### src/rtl/seg_to_hex_capture_pkg.sv
// Shared 7-segment glyph constants and FSM state type for the segment capture path.
// Glyphs are {A,B,C,D,E,F,G}, active-low, A in bit 6.
// The hex-to-7-seg decoder imports the same constants so the two directions cannot diverge.
package seg_to_hex_capture_pkg;

  localparam logic [6:0] SEG_0     = 7'b0000001;
  localparam logic [6:0] SEG_1     = 7'b1001111;
  localparam logic [6:0] SEG_2     = 7'b0010010;
  localparam logic [6:0] SEG_3     = 7'b0000110;
  localparam logic [6:0] SEG_4     = 7'b1001100;
  localparam logic [6:0] SEG_5     = 7'b0100100;
  localparam logic [6:0] SEG_6     = 7'b0100000;
  localparam logic [6:0] SEG_7     = 7'b0001111;
  localparam logic [6:0] SEG_8     = 7'b0000000;
  localparam logic [6:0] SEG_9     = 7'b0000100;
  localparam logic [6:0] SEG_A     = 7'b0001000;
  localparam logic [6:0] SEG_B     = 7'b1100000;
  localparam logic [6:0] SEG_C     = 7'b0110001;
  localparam logic [6:0] SEG_D     = 7'b1000010;
  localparam logic [6:0] SEG_E     = 7'b0110000;
  localparam logic [6:0] SEG_F     = 7'b0111000;
  localparam logic [6:0] SEG_BLANK = 7'b1111111;

  typedef enum logic {
    ST_IDLE = 1'b0,
    ST_HOLD = 1'b1
  } state_t;

endpackage

### src/rtl/seg_to_hex_capture_encoder.sv
// Purpose: map a 7-bit active-low segment pattern back to its hex digit.
// Latency: combinational.
// Backpressure: none; unknown patterns (including BLANK) flag illegal with hex=0.
module seg_pattern_encoder
  import seg_to_hex_capture_pkg::*;
(
  input  logic [6:0] pattern,
  output logic       illegal,
  output logic [3:0] hex
);

  // Reverse glyph lookup; anything outside the 16 legal glyphs is illegal.
  always_comb begin
    illegal = 1'b0;
    hex     = 4'h0;
    case (pattern)
      SEG_0:   hex = 4'h0;
      SEG_1:   hex = 4'h1;
      SEG_2:   hex = 4'h2;
      SEG_3:   hex = 4'h3;
      SEG_4:   hex = 4'h4;
      SEG_5:   hex = 4'h5;
      SEG_6:   hex = 4'h6;
      SEG_7:   hex = 4'h7;
      SEG_8:   hex = 4'h8;
      SEG_9:   hex = 4'h9;
      SEG_A:   hex = 4'hA;
      SEG_B:   hex = 4'hB;
      SEG_C:   hex = 4'hC;
      SEG_D:   hex = 4'hD;
      SEG_E:   hex = 4'hE;
      SEG_F:   hex = 4'hF;
      default: illegal = 1'b1;
    endcase
  end

endmodule

### src/rtl/seg_to_hex_capture.sv
// Purpose: debounce a sampled active-low 7-seg bus and report each newly stable digit once.
// Latency: pattern constant from enabled edge 1 -> out_valid after edge STABLE_CYCLES+1.
// Backpressure: result frozen in HOLD until out_valid&out_ready; a newer stable pattern sets sticky overrun.
module seg_to_hex_capture
  import seg_to_hex_capture_pkg::*;
#(
  parameter int STABLE_CYCLES = 4,
  parameter int CNT_W         = 3
) (
  input  logic       clk,
  input  logic       rst_n,
  input  logic [6:0] seg_n,
  input  logic       seg_en,
  output logic       out_valid,
  input  logic       out_ready,
  output logic [3:0] hex,
  output logic       illegal,
  output logic       overrun
);

  localparam logic [CNT_W-1:0] CNT_STABLE = CNT_W'(STABLE_CYCLES);
  localparam logic [CNT_W-1:0] CNT_ONE    = CNT_W'(1);

  logic [6:0]       sample_q;
  logic [CNT_W-1:0] cnt_q;
  logic [6:0]       last_q;
  logic [6:0]       last_d;
  state_t           state_q;
  state_t           state_d;
  logic             valid_q;
  logic             valid_d;
  logic [3:0]       hex_q;
  logic [3:0]       hex_d;
  logic             illegal_q;
  logic             illegal_d;
  logic             overrun_q;
  logic             overrun_d;

  logic             enc_illegal;
  logic [3:0]       enc_hex;
  logic             new_stable;

  seg_pattern_encoder u_encoder (
    .pattern (sample_q),
    .illegal (enc_illegal),
    .hex     (enc_hex)
  );

  // A pattern qualifies once it has been seen STABLE_CYCLES times in a row and was not the last one handled.
  assign new_stable = (cnt_q == CNT_STABLE) && (sample_q != last_q);

  // Sample register and saturating run-length counter, advanced only on enabled edges.
  always_ff @(posedge clk or negedge rst_n) begin
    if (!rst_n) begin
      sample_q <= SEG_BLANK;
      cnt_q    <= '0;
    end else if (seg_en) begin
      sample_q <= seg_n;
      if (seg_n != sample_q) begin
        cnt_q <= CNT_ONE;
      end else if (cnt_q != CNT_STABLE) begin
        cnt_q <= cnt_q + CNT_ONE;
      end
    end
  end

  // FSM state register.
  always_ff @(posedge clk or negedge rst_n) begin
    if (!rst_n) begin
      state_q <= ST_IDLE;
    end else begin
      state_q <= state_d;
    end
  end

  // Next state plus result/overrun updates; BLANK is absorbed into last_q without producing a result.
  always_comb begin
    state_d   = state_q;
    last_d    = last_q;
    valid_d   = valid_q;
    hex_d     = hex_q;
    illegal_d = illegal_q;
    overrun_d = overrun_q;
    case (state_q)
      ST_IDLE: begin
        if (new_stable) begin
          last_d = sample_q;
          if (sample_q != SEG_BLANK) begin
            hex_d     = enc_hex;
            illegal_d = enc_illegal;
            valid_d   = 1'b1;
            state_d   = ST_HOLD;
          end
        end
      end
      ST_HOLD: begin
        // last_q is the held pattern here, so one compare covers both "differs" conditions.
        if (new_stable) begin
          overrun_d = 1'b1;
        end
        if (out_ready) begin
          valid_d = 1'b0;
          state_d = ST_IDLE;
        end
      end
      default: begin
        state_d = ST_IDLE;
        valid_d = 1'b0;
      end
    endcase
  end

  // Result, last-reported and sticky overrun registers.
  always_ff @(posedge clk or negedge rst_n) begin
    if (!rst_n) begin
      last_q    <= SEG_BLANK;
      valid_q   <= 1'b0;
      hex_q     <= 4'h0;
      illegal_q <= 1'b0;
      overrun_q <= 1'b0;
    end else begin
      last_q    <= last_d;
      valid_q   <= valid_d;
      hex_q     <= hex_d;
      illegal_q <= illegal_d;
      overrun_q <= overrun_d;
    end
  end

  assign out_valid = valid_q;
  assign hex       = hex_q;
  assign illegal   = illegal_q;
  assign overrun   = overrun_q;

endmodule

### config.mk
export PLATFORM = sky130hd
export DESIGN_NAME = seg_to_hex_capture
export DESIGN_NICKNAME = d
export VERILOG_FILES = /design/src/rtl/seg_to_hex_capture_pkg.sv /design/src/rtl/seg_to_hex_capture_encoder.sv /design/src/rtl/seg_to_hex_capture.sv
export SDC_FILE = /design/constraint.sdc
export NUM_CORES = 1
export LEC_CHECK = 0
export BUFFER_PORTS_ARGS = -buffer_cell sky130_fd_sc_hd__buf_4
export CAP_MARGIN = 10
export CORE_MARGIN = 2
export CORE_UTILIZATION = 50
export CTS_CLUSTER_SIZE = 24
export DETAILED_ROUTE_END_ITERATION = 10
export PLACE_DENSITY = 0.7
export SKIP_LAST_GASP = 1
export SLEW_MARGIN = 10
export SYNTH_ARGS = -nofsm -noshare
export SYNTH_HDL_FRONTEND = slang
export SYNTH_SLANG_ARGS = --single-unit
### constraint.sdc
create_clock -name clk -period 4.3 [get_ports clk]
set_input_delay 0.43 -clock clk [delete_from_list [all_inputs] [get_ports clk]]
set_output_delay 0.43 -clock clk [all_outputs]
set_load 0.05 [all_outputs]
Word-level counts from Yosys, hierarchy flattened
Index checks and enable logic that the tools add are counted.
- bits in registers: 25
- bits of input ports: 11
- output and inout port bits: 7
- logic and storage cells: 54
- add/subtract/negate cells: 1
- eq/ne operators: 23
- multiplexer cells: 12
- bitwise logic cells: 1
- reductions and logical operators: 9
- operator list (operator ; count):
    case mux 4 bit (15 select lines) ; 1
    equality test 7 x 6 -> 1 bit (second input constant) ; 5
    equality test 7 bit (second input constant) ; 4
    OR reduction 16 bit ; 1
    equality test 7 x 3 -> 1 bit (second input constant) ; 2
    equality test 7 x 4 -> 1 bit (second input constant) ; 2
    != test 7 bit ; 2
    equality test 7 x 1 -> 1 bit (second input constant) ; 1
    equality test 7 x 5 -> 1 bit (second input constant) ; 1
    zero test 7 bit ; 1
    two-way mux 1 bit ; 7
    != test 7 bit (second input constant) ; 1
    two-way mux 3 bit ; 2
    != test 2 bit (second input constant) ; 3
    AND reduction 2 bit ; 3
    AND reduction 3 bit ; 2
    case mux 1 bit (2 select lines) ; 2
    adder 3 x 1 -> 3 bit (second input constant) ; 1
    equality test 3 bit (second input constant) ; 1
    != test 3 bit (second input constant) ; 1
    nonzero test 2 bit ; 1
    logical AND 1 bit ; 1
    inverter 1 bit ; 1

Longest topological paths before layout
Gate-level depths: netlist of the first run.
- word-level depth: 4
- depth in mapped cells: 7
- depth with buffers taken out: 5

Cells and area by module
Synthesis of the first run repeated with hierarchy kept, for this count alone.
- cell total of the unflattened synthesis: 143
- area total of the unflattened synthesis: 1656.6 µm²
- modules (own cells, without submodules) (module ; times used ; cells an instance ; area an instance (µm²) ; sequential area each (µm²)):
    seg_to_hex_capture ; 1 ; 88 ; 1226.2 ; 643.1
    seg_pattern_encoder ; 1 ; 55 ; 430.4 ; 0.0

Least setup slack after synthesis of the first run
Ideal clock, no wire load.
- path type: register -> register
- start: register sample_q[3]
- end: register hex_q[0], in the netlist hex[0]
- library setup time: 0.125 ns
- arrival: 1.717 ns
- setup slack: 2.458 ns
- stages on the path, launching flop included: 6
- clock period less this slack: 1.842 ns
- cell sequence: dfstp_2 > buf_4 > xor2_2 > nor4_4 > nor4_4 > mux2_4
- cells in the longest elaborated chain, start to end: 3
- elaborated cells on any way between the ends: 20
- those cells by class: eq/ne: 16; mux: 1; reduce/logical: 3
- RTL lines (element ; line ; source):
    start: declaration ; seg_to_hex_capture.sv:24 ; logic [6:0] sample_q;
    start signal: assignment ; seg_to_hex_capture.sv:58 ; sample_q <= seg_n;
    parallel branches: the longest is 3 deep, another holds case mux 4 bit (15 select lines) ; - ;
    end signal: assignment ; seg_to_hex_capture.sv:118 ; hex_q <= 4'h0;
    end signal: assignment ; seg_to_hex_capture.sv:124 ; hex_q <= hex_d;
    end: declaration ; seg_to_hex_capture.sv:32 ; logic [3:0] hex_q;
Parallel ways; which one is timed is not known.
A chain may end at the register's enable or synchronous reset.

Final worst setup path of the first run
- start: register sample_q[5]
- end: register hex_q[0], in the netlist hex[0]
The elaborated chain is that of the path after synthesis.

==> flow_metrics.py, run 1 <==
metrics = {
    "floorplanning": {
        "die_w_um": 61.3,
        "core_sq_um": 3080,
        "pin_count": 18,
        "die_area_sq_um": 3750,
        "start_util": 0.533,
        "fp.dieH_um": 61.3,
        "rows": 20,
    },
    "yosys": {
        "synth_ff_type": "dfstp_2",
        "ys_seq_elements": 25,
        "yosysSeqAreaShare": 0.392,
        "syn-num-nets": 170,
        "ys_types": 44,
        "synth_enable_flop_cells": 0,
        "synthArstFlopShare": 1.00,
        "syn_avg_cell_area_sq_um": 10.4,
        "yosys_warnings": 0,
        "syn_inst": 157,
        "syn_area_sq_um": 1640,
    },
    "setup_path": {
        "crit_path_frequent_cell": "nor4_4",
        "cp_slowest_stage_delay_ps": 750,
        "path_depth": 5,
        "worstPathCellList": "xnor2_1 > nand4_2 > nor4_4 > nor4_4 > mux2_4",
        "worstPathMaxFanout": 16,
        "critPathTopFamily": "flip-flops",
        "critical_path_class": "reg2reg",
        "r2r-start": "sample_q[5]",
        "critPathLaunchType": "register",
        "r2r_slack_ps": 2210,
        "reg2reg_depth": 5,
        "cp_slowest_cell": "dfstp_2",
        "worstPathRequired_ps": 4530,
        "critPathLaunch": "sample_q[5]",
        "critPathArrivalTime_ps": 2320,
        "end_kind": "register",
        "worstPathBufferInverterCount": 0,
    },
    "sta": {
        "fin_ws_ps": 2210,
        "tightest_slew_ps": 587,
        "rsz0062_at_grt": "false",
        "drv_slew": 0,
        "finalHoldViolations": 0,
        "tns_ps": 0,
        "min_period_ps": 2090,
        "timing.slew.headroom": 0.606,
        "fin_crit_sh": 0.486,
        "fmax_mhz": 479,
        "holdWs_ps": 325,
        "fin_worst_skew_ps": 4.05,
        "setup_viol": 0,
    },
    "pwr": {
        "p_sw_frac": 0.301,
        "p_seq_frac": 0.606,
        "clock_power_share": 0.235,
        "p_leak_nw": 0.752,
        "ir_drop_mv": 0.187,
        "p_comb_frac": 0.159,
        "p_total_mw": 0.462,
        "power.switching_mw": 0.139,
        "power.internal_mw": 0.323,
        "power_density_nw_per_um2": 260,
    },
    "cells_and_area": {
        "area_delta_synth_final_pct": 8.39,
        "fillers": 277,
        "layout-drive-gt1-share": 0.376,
        "fin_util": 0.578,
        "fin_cells": 209,
        "final_common_cell": "buf_4",
        "mostFrequentLayoutCells": "17 x buf_4, 14 x dfstp_2, 12 x nand2_1",
        "n_antenna_cell": 0,
        "nets": 179,
        "final_design_area_no_fill_sq_um": 1780,
    },
    "hold_path": {
        "holdCritStartpoint": "seg_n[3]",
        "min_path_cells": 3,
        "hold_path_class": "in2reg",
    },
    "cts": {
        "cts.clk_slew.worst_paths_ps": 140,
        "h-tree-depth": 1,
        "cts_root_buf": "clkbuf_4",
        "numCtsBuffers": 3,
        "cts_tree": "built",
        "post-cts-setup-buffers": 0,
        "clk_path_buf_depth": 2,
        "cts_sinks": 25,
        "clock_latency_ps": 320,
    },
    "placement": {
        "placed_area_sq_um": 1740,
        "post-place-cells": 204,
        "place.gp.congestion": 0.762,
        "io_buffers": 17,
        "dp_hpwl_mm": 2.12,
        "post-place-ws_ps": 2220,
    },
    "grt": {
        "antenna_found_initial": 0,
        "grt.busiest_layer": "met2",
        "grt_pass1_vias": 1098,
        "grt_max_degree": 26,
        "grt_use_met3": 0.0189,
        "grt_util_met2": 0.289,
        "grt_pass1_wl_mm": 4.98,
        "track_usage": 0.180,
        "grt-ovfl-total": 0,
        "use_met1": 0.250,
    },
    "status": {
        "status": "completed",
    },
    "detailed_routing": {
        "via_per_inst": 5.59,
        "first_iter_violations": 69,
        "drt_wl_total_mm": 2.98,
        "vias": 1169,
        "dr.pass1.iters": 4,
        "wl_per_cell_um": 14.3,
        "drc": 0,
        "ant_nets": 0,
    },
    "flow_run": {
        "drv_cap": 0,
    },
}
## final cells by class
type / instances / area [sq um] / share of cell area
sequential: 25 / 643 / 0.362
inverter: 8 / 30.0 / 0.0169
tap: 44 / 55.1 / 0.0310
multi-input combinational: 110 / 882 / 0.496
clock buffer: 3 / 22.5 / 0.0127
timing repair buffer: 18 / 138 / 0.0774
clock inverter: 1 / 7.51 / 0.00422
## power groups by stage
| stage | clock (mW) | combinational (mW) | sequential, mW |
|---|---|---|---|
| after global placement | 0 | 0.0715 | 0.282 |
| after detailed placement | 0 | 0.0729 | 0.283 |
| after CTS | 0.113 | 0.0739 | 0.279 |
| after floorplan | 0 | 0.0837 | 0.254 |
| final | 0.108 | 0.0734 | 0.280 |
| after global routing | 0.120 | 0.0819 | 0.283 |
## layer usage
layer	vias to the layer above	wire, um
met1	576	1410
met3	3	72
met2	22	1470
li1	568	-
met4	0	23
met5	-	0
## state kept, by name, indices dropped and copies added, names as in the netlist
signal,count
last_q,7
sample_q,7
hex,4
cnt_q,3
illegal,1
out_valid,1
overrun,1
state_q,1
## worst paths after layout
path,end
worst max-delay path,hex[0]
worst min-delay path,sample_q[3]
worst max register to register,hex[0]
worst min register to register,overrun
max in group asynchronous,sample_q[3]
min in group asynchronous,cnt_q[2]
## what timing repair did
item,in CTS,in global routing
setup endpoints to repair,0,0
hold buffers,1,0
gates resized for setup,0,0
hold endpoints to repair,11,0
## cells by family after synthesis
logic type / after synthesis / synth area share
compound gates: 24 / 0.0915
simple gates: 51 / 0.207
xor+xnor: 16 / 0.0992
buf+inv: 22 / 0.0702
mux: 17 / 0.124
flops: 25 / 0.392
fa+ha+maj: 2 / 0.0153
## cells in the mapped netlist, types with 5 or more instances
master	number	share of area
a21oi_1	6	0.018
buf_2	5	0.015
buf_4	5	0.023
dfrtp_1	11	0.17
dfstp_2	14	0.22
inv_1	8	0.018
mux2_2	11	0.076
nand2_1	12	0.027
nor2_1	5	0.011
o21ai_0	5	0.015
xnor2_1	9	0.048
## tightest hold or removal path, delay by kind of cell
family | cells | cell delay (ps)
AO/OA/AOI/OAI | 1 | 60
AND/OR/NAND/NOR | 1 | 40
buffers and inverters | 1 | 90
(Power assumes the default switching activity.)
==> run 2: changes to the inputs <==
- PLACE_DENSITY: 0.7 -> 0.72
- clock period: 4.3 -> 1.82 ns (I/O delays scaled with it)
==> flow_metrics.py, run 2 (same netlist as run 1, synthesis figures left out) <==
metrics = {
    "pwr": {
        "p_comb_frac": 0.280,
        "p_leak_nw": 0.936,
        "p_seq_frac": 0.511,
        "ir_drop_mv": 0.466,
        "power.internal_mw": 0.843,
        "power_density_nw_per_um2": 572,
        "p_sw_frac": 0.309,
        "clock_power_share": 0.209,
        "power.switching_mw": 0.376,
        "p_total_mw": 1.22,
    },
    "detailed_routing": {
        "ant_nets": 0,
        "wl_per_cell_um": 16.0,
        "drc": 0,
        "vias": 1314,
        "dr.pass1.iters": 4,
        "drt_wl_total_mm": 3.85,
        "via_per_inst": 5.48,
        "first_iter_violations": 90,
    },
    "cts": {
        "cts_sinks": 25,
        "numCtsBuffers": 3,
        "cts.clk_slew.worst_paths_ps": 140,
        "cts_root_buf": "clkbuf_4",
        "h-tree-depth": 1,
        "clk_path_buf_depth": 2,
        "cts_tree": "built",
        "clock_latency_ps": 330,
    },
    "grt": {
        "grt_pass1_vias": 1348,
        "grt-ovfl-total": 0,
        "track_usage": 0.231,
        "grt_max_degree": 26,
        "grt_pass1_wl_mm": 6.32,
        "antenna_found_initial": 0,
    },
    "cells_and_area": {
        "mostFrequentLayoutCells": "44 x buf_4, 14 x dfstp_2, 12 x nand2_1",
        "fin_cells": 240,
        "n_antenna_cell": 0,
        "area_delta_synth_final_pct": 30.0,
        "layout-drive-gt1-share": 0.526,
        "nets": 210,
        "fin_util": 0.693,
        "final_common_cell": "buf_4",
        "final_design_area_no_fill_sq_um": 2130,
    },
    "floorplanning": {
        "rows": 20,
        "die_w_um": 61.3,
        "start_util": 0.533,
        "pin_count": 18,
        "core_sq_um": 3080,
        "die_area_sq_um": 3750,
        "fp.dieH_um": 61.3,
    },
    "sta": {
        "fin_worst_skew_ps": 10.4,
        "holdWs_ps": 73.0,
        "timing.slew.headroom": 0.588,
        "min_period_ps": 1830,
        "fin_ws_ps": -8.78,
        "fin_crit_sh": 1.00,
        "fmax_mhz": 547,
        "tns_ps": -10.6,
        "rsz0062_at_grt": "true",
        "drv_slew": 0,
        "tightest_slew_ps": 602,
        "finalHoldViolations": 0,
        "setup_viol": 2,
    },
    "placement": {
        "dp_hpwl_mm": 2.58,
        "place.gp.congestion": 0.841,
        "post-place-ws_ps": -72.8,
        "post-place-cells": 225,
        "placed_area_sq_um": 1900,
        "io_buffers": 17,
    },
    "setup_path": {
        "worstPathCellList": "buf_4 > buf_4 > xnor2_1 > nand4_1 > nor4_2 > buf_4 > and3_1 > a22o_1",
        "crit_path_frequent_cell": "buf_4",
        "critPathArrivalTime_ps": 2110,
        "critical_path_class": "reg2reg",
        "end_kind": "register",
        "worstPathRequired_ps": 2100,
        "cp_slowest_cell": "dfstp_2",
        "worstPathMaxFanout": 5,
        "cp_slowest_stage_delay_ps": 630,
        "critPathLaunchType": "register",
    },
    "status": {
        "status": "finished, violations left",
        "violations": "setup timing",
    },
    "flow_run": {
        "drv_cap": 0,
    },
    "hold_path": {
        "hold_path_class": "in2reg",
    },
}
run 2: changes by cell type in the layout (fill, tap and decap cells not counted), sizes merged:
| cell | change |
|---|---|
| clkinvlp | -1 |
| clkbuf | +1 |
| buf | +31 |
run 2: worst max-delay path: cells and delay by family (launching register included):
kind,cells,cell delay [ps]
simple gates,3,490
buf+inv,3,400
xor+xnor,1,120
flops,1,630
compound gates,1,150
run 2: what timing repair did:
| item | 4_1_cts | 5_1_grt |
|---|---|---|
| gates resized for setup | 6 | 14 |
| hold buffers | 1 | 0 |
| endpoints found under the hold margin | 11 | 0 |
| setup buffers | 11 | 0 |
| endpoints found under the setup margin | 12 | 16 |
| pin swaps | 1 | 3 |
| gates cloned | 0 | 0 |
run 2: routing by layer:
metal | vias to the layer above | wire length, um | GRT usage
li1 | 631 | - | -
met1 | 659 | 1660 | 0.307
met2 | 18 | 2070 | 0.378
met3 | 6 | 75 | 0.0294
met4 | 0 | 46 | 0.106
met5 | - | 0 | 0
run 2: power groups by stage:
stage / Combinational [mW] / Sequential [mW] / Clock, mW
2_1_floorplan: 0.198 / 0.601 / 0
3_3_place_gp: 0.255 / 0.634 / 0
3_5_place_dp: 0.257 / 0.635 / 0
4_1_cts: 0.307 / 0.620 / 0.260
5_1_grt: 0.369 / 0.626 / 0.291
6_report: 0.341 / 0.623 / 0.255
run 2: final timing paths:
path | startpoint | to | slack [ps] | cells past startpoint
min in group asynchronous | rst_n | cnt_q[1] | 310 | 2
setup / recovery | sample_q[1] | cnt_q[1] | -9 | 8
hold reg to reg | overrun | overrun | 490 | 1
setup reg to reg | sample_q[1] | cnt_q[1] | -9 | 8
hold / removal | seg_n[1] | sample_q[1] | 70 | 3
max in group asynchronous | rst_n | last_q[4] | 1210 | 2
run 2: area by class of cell:
type / count / area (sq um)
multi-input combinational: 110 / 983
fill: 241 / 946
sequential: 25 / 643
timing repair buffer: 49 / 394
tap: 44 / 55.1
inverter: 8 / 30.0
clock buffer: 4 / 26.3
==> run 3: changes to the inputs <==
- BUFFER_PORTS_ARGS: -buffer_cell sky130_fd_sc_hd__buf_4 -> unset
- CELL_PAD_IN_SITES_DETAIL_PLACEMENT: unset -> 1
- CELL_PAD_IN_SITES_GLOBAL_PLACEMENT: unset -> 1
- CORE_UTILIZATION: 50 -> 44
- DONT_BUFFER_PORTS: unset -> 1
- PLACE_DENSITY: 0.72 -> unset
- PLACE_DENSITY_LB_ADDON: unset -> 0.1
==> flow_metrics.py, run 3 (same netlist as run 1, synthesis figures left out) <==
metrics = {
    "status": {
        "status": "finished, violations left",
        "violations": "setup timing",
    },
    "placement": {
        "dp_hpwl_mm": 2.79,
        "place.gp.congestion": 0.849,
        "placed_area_sq_um": 1760,
        "io_buffers": 0,
    },
    "pwr": {
        "p_seq_frac": 0.503,
        "ir_drop_mv": 0.440,
        "p_comb_frac": 0.221,
        "power.internal_mw": 0.873,
        "p_sw_frac": 0.296,
        "clock_power_share": 0.276,
        "p_leak_nw": 0.832,
        "power_density_nw_per_um2": 634,
        "power.switching_mw": 0.367,
    },
    "sta": {
        "tightest_slew_ps": 489,
        "finalHoldViolations": 0,
        "timing.slew.headroom": 0.674,
        "tns_ps": -252,
        "rsz0062_at_grt": "true",
        "fin_crit_sh": 1.04,
        "fin_worst_skew_ps": 3.27,
        "drv_slew": 0,
        "min_period_ps": 1900,
        "setup_viol": 6,
        "fin_ws_ps": -78.0,
        "fmax_mhz": 527,
    },
    "floorplanning": {
        "pin_count": 18,
        "die_area_sq_um": 4230,
        "fp.dieH_um": 65.1,
        "start_util": 0.451,
        "core_sq_um": 3630,
        "rows": 22,
        "die_w_um": 65.1,
    },
    "cells_and_area": {
        "final_common_cell": "buf_4",
        "seq_area_sq_um": 643,
        "mostFrequentLayoutCells": "22 x buf_4, 14 x dfstp_2, 11 x nand2_1, 11 x dfrtp_1, 10 x mux2_2",
        "final_design_area_no_fill_sq_um": 1960,
        "fillers": 407,
        "area_delta_synth_final_pct": 19.2,
        "multi_input_area_sq_um": 946,
        "n_antenna_cell": 0,
        "nets": 188,
        "layout-drive-gt1-share": 0.448,
    },
    "setup_path": {
        "cp_slowest_stage_delay_ps": 620,
        "worstPathRequired_ps": 1990,
        "r2r_slack_ps": -80,
        "end_kind": "register",
        "critPathArrivalTime_ps": 2060,
        "critPathLaunchType": "register",
        "critical_path_class": "reg2reg",
        "r2r-start": "sample_q[1]",
        "critPathTopFamily": "flip-flops",
        "critPathLaunch": "sample_q[1]",
        "worstPathBufferInverterCount": 1,
        "worstPathMaxFanout": 10,
        "r2r_end": "hex[2]",
        "worstPathCellList": "buf_4 > or3b_2 > o22ai_2 > a211oi_2 > nand2_1 > mux2_4",
        "cp_slowest_cell": "dfstp_2",
        "reg2reg_depth": 6,
    },
    "detailed_routing": {
        "vias": 1231,
        "first_iter_violations": 56,
        "via_per_inst": 5.55,
        "wl_per_cell_um": 18.0,
        "ant_nets": 0,
        "drc": 0,
        "drt_wl_total_mm": 4.00,
        "dr.pass1.iters": 4,
    },
    "grt": {
        "grt_pass1_wl_mm": 6.73,
        "antenna_found_initial": 0,
        "grt_pass1_vias": 1363,
        "grt_max_degree": 26,
        "grt-ovfl-total": 0,
        "track_usage": 0.209,
    },
    "cts": {
        "clk_path_buf_depth": 2,
        "clock_latency_ps": 270,
        "numCtsBuffers": 3,
        "h-tree-depth": 1,
        "cts_tree": "built",
        "cts_root_buf": "clkbuf_8",
        "cts_sinks": 25,
        "cts.clk_slew.worst_paths_ps": 90,
    },
    "hold_path": {
        "min_to": "sample_q[2]",
        "min_path_cells": 2,
        "holdCritStartpoint": "seg_n[2]",
        "hold_path_class": "in2reg",
    },
    "flow_run": {
        "drv_cap": 0,
    },
}
[run 3: cell types whose count changed in the layout (fill, tap and decap cells not counted), sizes merged]
cell	change
buf	-23
clkbuf	-1
clkinvlp	+1
dlygate4sd3	+1
[run 3: worst max path at each step]
stage	to	slack, ps	cells past startpoint
CTS	hex[1]	-30	7
global route	hex[0]	-140	7
global placement	illegal	-110	5
finish	hex[2]	-80	6
detailed placement	hex[2]	-120	6
floorplan	hex[0]	90	5
[run 3: cell type report]
| class | count | share of cell area |
|---|---|---|
| clock buffer | 3 | 0.0211 |
| clock inverter | 1 | 0.00384 |
| inverter | 8 | 0.0154 |
| multi-input combinational | 110 | 0.484 |
| sequential | 25 | 0.329 |
| tap | 48 | 0.0307 |
| timing repair buffer | 27 | 0.116 |
[run 3: worst register-to-register path, stage by stage (launching register included)]
cell,delay (ps)
dfstp_2,620
buf_4,210
or3b_2,240
o22ai_2,120
a211oi_2,270
nand2_1,90
mux2_4,260
[run 3: timing repair]
action                     in CTS  in global routing
gates resized for setup         5                  8
setup endpoints to repair      15                 16
hold endpoints to repair       29                  0
pin swaps                       0                  4
setup buffers                   5                  1
hold buffers                    3                  0
[run 3: per-layer routing]
layer,global-route usage,wire length (um),up-vias
li1,-,-,580
met2,0.366,2070,14
met5,0,0,-
met3,0.0260,85,4
met1,0.270,1800,633
met4,0.0599,53,0
[run 3: metrics by stage]
stage,setup WS [ps],hold slack (ps),util,power [mW],cells
after detailed placement,-117,-113,0.484,0.856,210
after floorplan,93.8,-114,-,0.799,157
after global placement,-114,-113,0.484,0.852,210
after CTS,-31.1,15.3,0.525,1.23,222
after global routing,-141,43.2,0.538,1.30,222
final,-78.0,22.2,0.538,1.24,222
[run 3: power groups by stage]
| stage | Sequential (mW) | Combinational, mW | Clock [mW] |
|---|---|---|---|
| after global placement | 0.632 | 0.220 | 0 |
| after floorplan | 0.601 | 0.198 | 0 |
| after global routing | 0.627 | 0.302 | 0.372 |
| after CTS | 0.622 | 0.261 | 0.351 |
| final | 0.623 | 0.274 | 0.342 |
| after detailed placement | 0.633 | 0.223 | 0 |
